### config.mk
export PLATFORM = sky130hd
export DESIGN_NAME = imu_spi_responder
export DESIGN_NICKNAME = d
export VERILOG_FILES = /design/src/rtl/imu_spi_responder.sv
export SDC_FILE = /design/constraint.sdc
export NUM_CORES = 1
export LEC_CHECK = 0
export CORE_ASPECT_RATIO = 1.5
export CORE_MARGIN = 4
export CORE_UTILIZATION = 50
export DETAILED_ROUTE_END_ITERATION = 8
export PLACE_DENSITY_LB_ADDON = 0.1
export SYNTH_ARGS = -nofsm -noshare
export SYNTH_HDL_FRONTEND = slang
export SYNTH_SLANG_ARGS = --single-unit
### constraint.sdc
create_clock -name clk -period 3.1 [get_ports clk]
set_input_delay 0.31 -clock clk [delete_from_list [all_inputs] [get_ports clk]]
set_output_delay 0.31 -clock clk [all_outputs]
set_load 0.05 [all_outputs]
### src/rtl/imu_spi_responder.sv
// rtl/imu_spi_responder.sv - SPI mode-3 register responder for an IMU (optional macro IMU_RESP_AUTOINC_EN)
module imu_spi_responder (
  input  logic        clk,
  input  logic        rst_n,
  input  logic        CS,
  input  logic        SPC,
  input  logic        SDI,
  output logic        SDO,
  input  logic [95:0] sample,
  input  logic        sample_valid,
  output logic [79:0] ctrl_regs,
  output logic        txn_done
);

  typedef enum logic [1:0] {IDLE, CMD, DATA} state_t;

  state_t      state;
  logic        cs_s1, cs_s2, cs_q;
  logic        spc_s1, spc_s2, spc_q;
  logic        sdi_s1, sdi_s2;
  logic        warm1, warm2;
  logic        armed;
  logic [2:0]  cnt_q;
  logic [6:0]  sh_q;
  logic [7:0]  tx_q;
  logic        rw_q;
  logic [6:0]  addr_q;
  logic [95:0] shadow_q;
  logic [95:0] pend_q;
  logic        pend_flag;

  logic        cs_fall, cs_rise, spc_rise, spc_fall;
  logic [7:0]  rx_byte;
  logic [6:0]  next_addr;
  logic [6:0]  look;
  logic [7:0]  rd_byte;

  assign cs_fall  = cs_q & ~cs_s2;
  assign cs_rise  = ~cs_q & cs_s2;
  assign spc_rise = ~spc_q & spc_s2;
  assign spc_fall = spc_q & ~spc_s2;
  assign rx_byte  = {sh_q, sdi_s2};

`ifdef IMU_RESP_AUTOINC_EN
  assign next_addr = addr_q + 7'd1;
`else
  assign next_addr = addr_q;
`endif

  // The command byte supplies the first read address; afterwards the following address is prefetched.
  assign look = (state == CMD) ? rx_byte[6:0] : next_addr;

  // Two-flop synchronizers plus a warm-up pipe telling when cs_s2 reflects the real pin again.
  always_ff @(posedge clk) begin
    if (!rst_n) begin
      cs_s1  <= 1'b1;
      cs_s2  <= 1'b1;
      cs_q   <= 1'b1;
      spc_s1 <= 1'b1;
      spc_s2 <= 1'b1;
      spc_q  <= 1'b1;
      sdi_s1 <= 1'b0;
      sdi_s2 <= 1'b0;
      warm1  <= 1'b0;
      warm2  <= 1'b0;
    end else begin
      cs_s1  <= CS;
      cs_s2  <= cs_s1;
      cs_q   <= cs_s2;
      spc_s1 <= SPC;
      spc_s2 <= spc_s1;
      spc_q  <= spc_s2;
      sdi_s1 <= SDI;
      sdi_s2 <= sdi_s1;
      warm1  <= 1'b1;
      warm2  <= warm1;
    end
  end

  // Register map lookup for the byte to be loaded into the transmit shifter.
  always_comb begin
    rd_byte = 8'h00;
    if (look == 7'h0F) rd_byte = 8'h6C;
    for (int i = 0; i < 10; i++)
      if (look == 7'(16 + i)) rd_byte = ctrl_regs[79 - 8*i -: 8];
    for (int i = 0; i < 12; i++)
      if (look == 7'(34 + i)) rd_byte = shadow_q[95 - 8*i -: 8];
  end

  // Transaction FSM with command decode, read shifting, write commit and sample shadowing.
  always_ff @(posedge clk) begin
    if (!rst_n) begin
      state     <= IDLE;
      SDO       <= 1'b0;
      txn_done  <= 1'b0;
      ctrl_regs <= '0;
      shadow_q  <= '0;
      pend_q    <= '0;
      pend_flag <= 1'b0;
      armed     <= 1'b0;
      cnt_q     <= '0;
      sh_q      <= '0;
      tx_q      <= '0;
      rw_q      <= 1'b0;
      addr_q    <= '0;
    end else begin
      txn_done <= 1'b0;
      // A CS fall only counts once CS has been seen high after reset.
      if (warm2 && cs_s2) armed <= 1'b1;
      case (state)
        IDLE: begin
          SDO <= 1'b0;
          if (cs_fall && armed) begin
            state <= CMD;
            cnt_q <= '0;
            sh_q  <= '0;
            tx_q  <= '0;
            if (sample_valid) begin
              pend_q    <= sample;
              pend_flag <= 1'b1;
            end
          end else if (sample_valid) begin
            shadow_q <= sample;
          end
        end
        CMD, DATA: begin
          if (cs_rise) begin
            state    <= IDLE;
            SDO      <= 1'b0;
            txn_done <= (state == DATA);
            if (sample_valid)   shadow_q <= sample;
            else if (pend_flag) shadow_q <= pend_q;
            pend_flag <= 1'b0;
          end else begin
            if (sample_valid) begin
              pend_q    <= sample;
              pend_flag <= 1'b1;
            end
            if (spc_rise) begin
              sh_q  <= rx_byte[6:0];
              cnt_q <= cnt_q + 3'd1;
              if (cnt_q == 3'd7) begin
                if (state == CMD) begin
                  state  <= DATA;
                  rw_q   <= rx_byte[7];
                  addr_q <= rx_byte[6:0];
                  tx_q   <= rx_byte[7] ? rd_byte : 8'h00;
                end else begin
                  if (!rw_q) begin
                    for (int i = 0; i < 10; i++)
                      if (addr_q == 7'(16 + i)) ctrl_regs[79 - 8*i -: 8] <= rx_byte;
                  end else begin
                    tx_q <= rd_byte;
                  end
                  addr_q <= next_addr;
                end
              end
            end else if (spc_fall && state == DATA) begin
              SDO  <= tx_q[7];
              tx_q <= {tx_q[6:0], 1'b0};
            end
          end
        end
        default: state <= IDLE;
      endcase
    end
  end

endmodule

# Yosys cells after proc, flatten, opt, wreduce, memory -nomap -nowiden

Index checks and enable logic that the tools add are counted.

Bits in registers: 314
Input bits: 102

Add/sub/neg operators: 1
Equality and inequality tests: 51
Mux-type cells: 66
Bitwise logic cells: 11
Reductions and logical operators: 26

Operators by type and width:

| operator                                       | count |
|---|---|
| two-way mux 96 bit                             | 8 |
| case mux 96 bit (2 select lines)               | 2 |
| two-way mux 8 bit                              | 30 |
| == test 7 x 5 -> 1 bit (second input constant) | 20 |
| == test 7 x 6 -> 1 bit (second input constant) | 12 |
| AND reduction 7 bit                            | 10 |
| two-way mux 7 bit                              | 5 |
| inequality test 3 bit (second input constant)  | 8 |
| case mux 8 bit (2 select lines)                | 1 |
| case mux 7 bit (2 select lines)                | 1 |
| inequality test 2 bit (second input constant)  | 6 |
| AND reduction 4 bit                            | 3 |
| two-way mux 2 bit                              | 5 |
| AND reduction 5 bit                            | 2 |
| two-way mux 3 bit                              | 3 |
| AND reduction 3 bit                            | 3 |
| == test 7 x 4 -> 1 bit (second input constant) | 1 |
| two-way mux 1 bit                              | 7 |
| NOT 1 bit                                      | 7 |
| case mux 3 bit (2 select lines)                | 1 |
| AND reduction 6 bit                            | 1 |
| AND 1 bit                                      | 4 |
| inequality test 4 bit (second input constant)  | 1 |
| case mux 1 bit (2 select lines)                | 2 |
| other kinds (10)                               | 12 |

# Depth between registers and ports, before layout

Gate-level depths: netlist (run 1).

Depth in word-level cells: 32
Mapped depth: 13
Gate-level depth less buffers: 9

# Worst setup path after synthesis (run 1)

Ideal clock, no wire load.

Path type: reg2reg
From: register state[1]
To: register tx_q[1]
Setup time: 0.096 ns
Arrival: 2.518 ns
Path slack: 0.486 ns
Stages on the path, launching flop included: 11
Path buffers: 1
Period minus slack after synthesis: 2.614 ns
Path through: dfxtp_1 > inv_1 > ha_1 > buf_6 > or3_4 > a222oi_1 > a22o_4 > a221oi_2 > o2111ai_2 > nor2_2 > o41ai_2

Word-level cells in the longest chain between the ends: 31

RTL lines:

| what                                 | line         | source |
|---|---|---|
| from (decl)                          | 17           | `state_t state;` |
| from (signal assigned)               | 93           | `state <= IDLE;` |
| from (signal assigned)               | 114          | `state <= CMD;` |
| from (signal assigned)               | 128          | `state <= IDLE;` |
| == test 2 x 1 -> 1 bit               | 51, 110, 143 |  |
| two-way mux 7 bit                    | --           |  |
| == test 7 x 5 -> 1 bit               | 85           | `if (look == 7'(16 + i)) rd_byte = ctrl_regs[79 - 8*i -: 8];` |
| two-way mux 8 bit (10 in a row)      | 85           |  |
| two-way mux 8 bit (12 in a row)      | 87           | `if (look == 7'(34 + i)) rd_byte = shadow_q[95 - 8*i -: 8];` |
| two-way mux 8 bit (on tied branches) | 149, 147     |  |
| two-way mux 8 bit                    | 143          | `if (state == CMD) begin` |
| two-way mux 8 bit                    | 142          | `if (cnt_q == 3'd7) begin` |
| two-way mux 8 bit                    | 139          | `if (spc_rise) begin` |
| two-way mux 8 bit                    | 127          | `if (cs_rise) begin` |
| case mux 8 bit (2 select lines)      | 110          | `case (state)` |
| to (signal assigned)                 | 147          | `tx_q <= rx_byte[7] ? rd_byte : 8'h00;` |
| to (signal assigned)                 | 153          | `tx_q <= rd_byte;` |
| to (signal assigned)                 | 160          | `tx_q <= {tx_q[6:0], 1'b0};` |
| to (decl)                            | 25           | `logic [7:0] tx_q;` |

Several ways; a longest one is shown, not always the timed one. The select of a mux whose other input is x is not followed.
A chain may end at the register's enable or synchronous reset.

# Final worst setup path (run 1)

From: register state[0]
To: register tx_q[7]

The elaborated chain is that of the path after synthesis.

==> out/summary.txt, run 1 <==
Starting Density = 0.511
Global-route usage over all layers = 0.292
Chip height = 213 um
Gate Count Post-Synth = 1659
Status = complete, no violations
Sequential fraction of the synthesis area = 0.447
Longest Clk Path Bufs = 3
Ports = 184
Synth Cell Area = 14100 um2
Share of the synthesized area in the top cell type = 0.447
Worst setup EP type = flop
Worst path required time = 3550 ps
EDFF count, synth = 0
Fin crit period = 2940 ps
R2R depth = 10
WP data arrival = 3390 ps
Max stage delay cell, worst path = a222oi_1
Vias in the first global route = 12259
Met1 Wirelength = 18.5 mm
First-pass detailed-route iteration total = 8
Gpl congestion = 0.927
Num CTS Buffers = 30
Vias = 12904
Crit share post-route = 0.948
Layout cells sized above 1 = 0.0906
Reg2reg start = state[0]
First-pass GRT wire length = 70.4 mm
Number of synthesized register bits = 314
CP max stage delay = 610 ps
Metal2 WL = 23.5 mm
Yosys top cell by area = dfxtp_1
Clk_skew = 11.3 ps
Num Clock Sinks = 314
# rows = 74
Clk slew on worst S/H paths = 60 ps
Yosys warning count = 0
Post-DP HPWL = 34.3 mm
Slew margin rel. = 0.415
CTS tree = built
PwrDens = 553 nW/um2
GR Overflow Total = 0
Clock Latency Late Sink = 570 ps
CTS root buffer = clkbuf_16
Placed instance count = 2117
Max FO, Critical Path = 10
Type of origin of the critical path = flop
HP Start = CS
CP Class = flop to flop
Nets = 1918
Final hold slack = 304 ps
Most common cell after layout, fill and taps aside = dfxtp_1
N_diodes = 0
# port buffers = 183
Detailed Route WL = 46.9 mm
Final Non-Filler Cells = 2174
Vias per cell = 5.94
Final Hold Fails = 0
Most frequent cells in the layout = dfxtp_1 (313), nand2_1 (287), clkdlybuf4s50_1 (183)
Slew @ Worst Pin = 878 ps
Reg-to-Reg End = tx_q[7]
Mean Syn Cell Area = 8.47 um2
Hold-critical path depth = 2
CORE AREA = 27500 um2
Prevailing post-synth register cell = dfxtp_1
Top Metal Used = met4
Crit path buf inv count = 2
Die ar. = 30900 um2
R2R setup slack = 160 ps
WL/cell = 21.6 um
Routed wl met3 = 2.74 mm
Drt initial violations = 986
Slew Limit Fails = 0
Crit-path cells = ha_4, buf_4, or3b_1, nand2_1, buf_4, and3_2, a222oi_1, nand3_1, o31ai_2, nand2_1
MaxCap Viol Count = 0
Hold EP = cs_s1
CP delay by family, top = compound AO/OA/AOI/OAI gates
# setup viols final = 0
Lkg Pwr = 6.68 nW
Max IR drop VDD = 618 uV
ANT nets after route = 0
RSZ-0062 raised after global routing = no
Die W = 145 um
Synth-to-Final Area Change = 24.7%
Largest cells by area after synthesis = dfxtp_1 (45%), mux2i_1 (11%), nand2_1 (7.7%)
Max Freq = 340 MHz
Async S/R FF share, synth = 0
Tightest Hold Check Type = primary input to flop
DRC viols = 0
Antenna violations before repair = 0
Syn Nets = 1769
Synth cell types = 74
Post-CTS Hold Fix Bufs = 0
Largest net degree at the start of global routing = 97
H-tree depth = 1
==> cell type report <==
type | instances | area [um2]
clock buffers | 40 | 860
flip-flops and latches | 314 | 6290
well taps | 342 | 428
clock inverters | 16 | 171
fillers | 2422 | 9970
inverters | 10 | 45.0
repair buffers | 257 | 2500
multi-input cells | 1195 | 7240
==> worst max path at each step <==
stage,from,to,slack [ps],cells past startpoint
6_report,state[0],tx_q[7],160,10
5_1_grt,state[0],ctrl_regs[18],20,10
4_1_cts,state[1],ctrl_regs[55],-5,10
3_5_place_dp,state[1],tx_q[3],-90,9
3_3_place_gp,state[1],tx_q[3],-20,10
2_1_floorplan,state[1],tx_q[1],490,10
==> synthesized netlist by cell type (4+ instances only) <==
cell      number
and3_1         7
a22o_1        10
buf_2         10
nand4_1        7
a221o_1        8
o21ai_1        7
nand3_1       24
a211oi_1     106
a31oi_1        4
nand3b_1       9
a222oi_1       9
a22oi_1       24
a32oi_1        9
nand2b_1      13
o21ai_0       54
and2_1        16
clkbuf_1     113
ha_1           8
o22ai_1        6
a221oi_1       9
nor2_1       170
nor2_2         4
mux2i_1      151
or3b_1         9
buf_1         10
dfxtp_1      314
a21o_1         4
o221ai_1       4
inv_1          9
nand2_1      290
a21oi_1      170
nor3_1         4
==> repair_timing <==
action                                  CTS  global route
setup buffers                             0             1
gates resized for setup                   2            13
gates cloned                              0             0
pin swaps                                 1             2
endpoints found under the setup margin    3            69
==> logic make-up after synthesis <==
group                    synth area share
AND/OR/NAND/NOR                     0.180
flip-flops                          0.447
buffers and inverters              0.0430
multiplexers                        0.110
adder cells (fa/ha/maj)           0.00712
AO/OA/AOI/OAI                       0.213
==> per-stage QoR <==
| stage | setup TNS [ps] | worst slack, ps | utilization | area (um2) | total power, W |
|---|---|---|---|---|---|
| final | 0 | 162 | 0.638 | 17500 | 0.00970 |
| after global routing | 0 | 23.0 | 0.638 | 17500 | 0.0101 |
| after CTS | -5.26 | -5.26 | 0.636 | 17500 | 0.00974 |
| after detailed placement | -86.2 | -86.2 | 0.598 | 16400 | 0.00595 |
| after global placement | -21.6 | -21.6 | 0.598 | 16400 | 0.00592 |
| after floorplan | 0 | 486 | - | 14100 | 0.00540 |
==> where the power goes <==
group | switching (W) | internal, W | total (W)
Sequential | 0.000246 | 0.00431 | 0.00456
Clock | 0.00162 | 0.00220 | 0.00382
Combinational | 0.000768 | 0.000553 | 0.00132
Total | 0.00263 | 0.00707 | 0.00970
==> routing by layer <==
metal / GRT usage / vias up
met3: 0.0411 / 117
met1: 0.352 / 6104
met5: 0 / -
met4: 0.127 / 0
li1: - / 6208
met2: 0.515 / 475
==> sequential cells by signal, summed over array words and instances (netlist names), 2 cells and up <==
signal,flops
sh_q,7
cnt_q,3
pend_q,96
addr_q,7
ctrl_regs,80
state,2
shadow_q,96
tx_q,8
==> worst register-to-register path: stages, from the launching register on <==
cell	delay, ps
dfxtp_1	460
ha_4	230
buf_4	170
or3b_1	130
nand2_1	140
buf_4	220
and3_2	300
a222oi_1	610
nand3_1	180
o31ai_2	300
nand2_1	80
Power figures use the tool's default switching activity.
==> run 2: changes to the inputs <==
- GPL_TIMING_DRIVEN: default -> 0
- HOLD_SLACK_MARGIN: default -> 0.02
==> run 2 against run 1 <==
Effect of this change:
- sequential power about the same
- register-to-register slack worse by 99 ps
- largest power group unchanged
- critical endpoint is now tx_q[6]
- routed wire length up 6.8%
- sequential cell count unchanged
- count of clock-buffer cells in the layout up 1
- critical path depth up 1
==> out/summary.txt, run 2 (synthesized netlist as in run 1, its figures left out) <==
Largest net degree at the start of global routing = 16 (-84%)
Clk_skew = 24.1 ps (+12.8 ps)
N_diodes = 0 (unchanged)
Tightest Hold Check Type = primary input to flop
Worst setup EP type = flop
Final Hold Fails = 0 (unchanged)
Met1 Wirelength = 18.8 mm (+1.8%)
Hold-critical path depth = 2 (unchanged)
Layout cells sized above 1 = 0.0786 (-0.0120)
Vias in the first global route = 12731 (+3.9%)
Vias per cell = 5.99 (+0.91%)
MaxCap Viol Count = 0 (unchanged)
# rows = 74 (unchanged)
Num Clock Sinks = 314 (unchanged)
Fin crit period = 3040 ps (+98.5 ps)
CTS tree = built
Status = complete, no violations
Lkg Pwr = 6.68 nW (about the same)
R2R depth = 11 (+1)
Post-CTS Hold Fix Bufs = 0 (unchanged)
# setup viols final = 0 (unchanged)
Type of origin of the critical path = flop
HP Start = SPC
Antenna violations before repair = 1 (+1)
Worst path required time = 3550 ps (about the same)
Num CTS Buffers = 30 (unchanged)
Synth-to-Final Area Change = 25.6%
Crit-path cells = inv_1, ha_2, buf_6, buf_4, nand3b_1, nand2_1, and3_1, a222oi_1, and3b_1, o2111ai_2, a22o_1
Drt initial violations = 1159 (+18%)
H-tree depth = 1 (unchanged)
DRC viols = 0 (unchanged)
Slew Limit Fails = 0 (unchanged)
First-pass detailed-route iteration total = 8 (unchanged)
Ports = 184 (unchanged)
Slew @ Worst Pin = 934 ps (+56.0 ps)
First-pass GRT wire length = 74.2 mm (+5.4%)
RSZ-0062 raised after global routing = yes
Clk slew on worst S/H paths = 70 ps (about the same)
WL/cell = 22.2 um (+3.1%)
Metal2 WL = 24.4 mm (+3.9%)
Biggest regs = pend_q (96), shadow_q (96), ctrl_regs (80)
PwrDens = 549 nW/um2 (-0.77%)
Max FO, Critical Path = 10 (unchanged)
Slew margin rel. = 0.377 (-0.0374)
Chip height = 213 um (unchanged)
CP max stage delay = 480 ps (-130 ps)
Global-route usage over all layers = 0.312 (+0.0199)
Most common cell after layout, fill and taps aside = dfxtp_1
Max IR drop VDD = 454 uV (-26%)
Design Area, Final = 17700 um2 (+0.69%)
Reg2reg start = state[1]
R2R setup slack = 60 ps (-100 ps)
Gpl congestion = 1.01 (+8.9%)
Detailed Route WL = 50.0 mm (+6.8%)
CP Class = flop to flop
Placed Instance Area = 16300 um2 (-0.76%)
Clock Latency Late Sink = 580 ps (about the same)
Die ar. = 30900 um2 (unchanged)
Longest Clk Path Bufs = 3 (unchanged)
CTS root buffer = clkbuf_16
Most frequent cells in the layout = dfxtp_1 (313), nand2_1 (289), clkdlybuf4s50_1 (183)
Nets = 1995 (+4.0%)
Post-place setup slack = -549 ps (-463 ps)
Final Non-Filler Cells = 2250 (+3.5%)
Top Metal Used = met5
Reg-to-Reg End = tx_q[6]
Die W = 145 um (unchanged)
ANT nets after route = 0 (unchanged)
WP data arrival = 3490 ps (+100 ps)
Routed wl met3 = 3.33 mm (+22%)
Placed instance count = 2184 (+3.2%)
Final hold slack = 316 ps (+12.3 ps)
# port buffers = 183 (unchanged)
Crit share post-route = 0.980 (+0.0318)
Final core area utilization = 0.642 (+0.00437)
Hold EP = spc_s1
Max stage delay cell, worst path = a222oi_1
GR Overflow Total = 0 (unchanged)
Final setup margin = 63.0 ps (-98.5 ps)
Starting Density = 0.511 (unchanged)
Max Freq = 329 MHz (-3.2%)
Post-DP HPWL = 38.3 mm (+12%)
Vias = 13476 (+4.4%)
CORE AREA = 27500 um2 (unchanged)
## run 2: changes by cell type in the layout (fill, tap and decap cells not counted), moves of 3 or more
cell      previous run  this run
buf_1                0        10
buf_12               9         2
buf_2                0        11
buf_4               65        18
clkbuf_1             4        96
clkbuf_2             0        15
clkbuf_4             0         3
## run 2: how the worst max path moves through the flow
stage | cells after the start | endpoint | startpoint
after floorplan | 10 | tx_q[1] | state[1]
after global placement | 11 | shadow_q[6] | state[0]
after detailed placement | 11 | shadow_q[0] | state[0]
after CTS | 12 | tx_q[3] | state[1]
after global routing | 10 | shadow_q[31] | state[0]
final | 11 | tx_q[6] | state[1]
## run 2: final cells by class
cell class | count | area (um2)
plain buffers | 134 | 573
repair buffers | 200 | 1980
multi-input cells | 1195 | 7330
well taps | 342 | 428
clock buffers | 41 | 842
flip-flops and latches | 314 | 6290
fillers | 2442 | 9850
inverters | 10 | 37.5
clock inverters | 14 | 164
## run 2: what timing repair did
action,CTS,global route
pin swaps,7,6
resized for setup,27,43
buffers inserted,13,4
setup endpoints to repair,230,206
endpoints found under the hold margin,0,0
## run 2: stage by stage
step / TNS, ps / power [W]
after CTS: 0 / 0.00969
after global placement: -67950 / 0.00594
after detailed placement: -75410 / 0.00597
final: 0 / 0.00969
after global routing: -374 / 0.0100
after floorplan: 0 / 0.00540
## run 2: critical path, delay by kind of cell (launching register included)
| family | cells | cell delay [ps] |
|---|---|---|
| buffers and inverters | 3 | 410 |
| DFF | 1 | 370 |
| and+or+nand+nor | 4 | 990 |
| AOI/OAI and AO/OA | 3 | 920 |
| adders and majority gates | 1 | 230 |
## run 2: power by group
| group | switching [W] | leakage (nW) | total [W] | internal (W) |
|---|---|---|---|---|
| Clock | 0.00161 | 0.490 | 0.00376 | 0.00215 |
| Combinational | 0.000841 | 3.63 | 0.00137 | 0.000524 |
| Sequential | 0.000250 | 2.56 | 0.00456 | 0.00431 |
| Total | 0.00270 | 6.68 | 0.00969 | 0.00699 |
## run 2: layer usage
metal / track usage / vias up
met2: 0.541 / 605
met4: 0.187 / 2
met3: 0.0386 / 187
met5: 0 / -
met1: 0.366 / 6312
li1: - / 6370
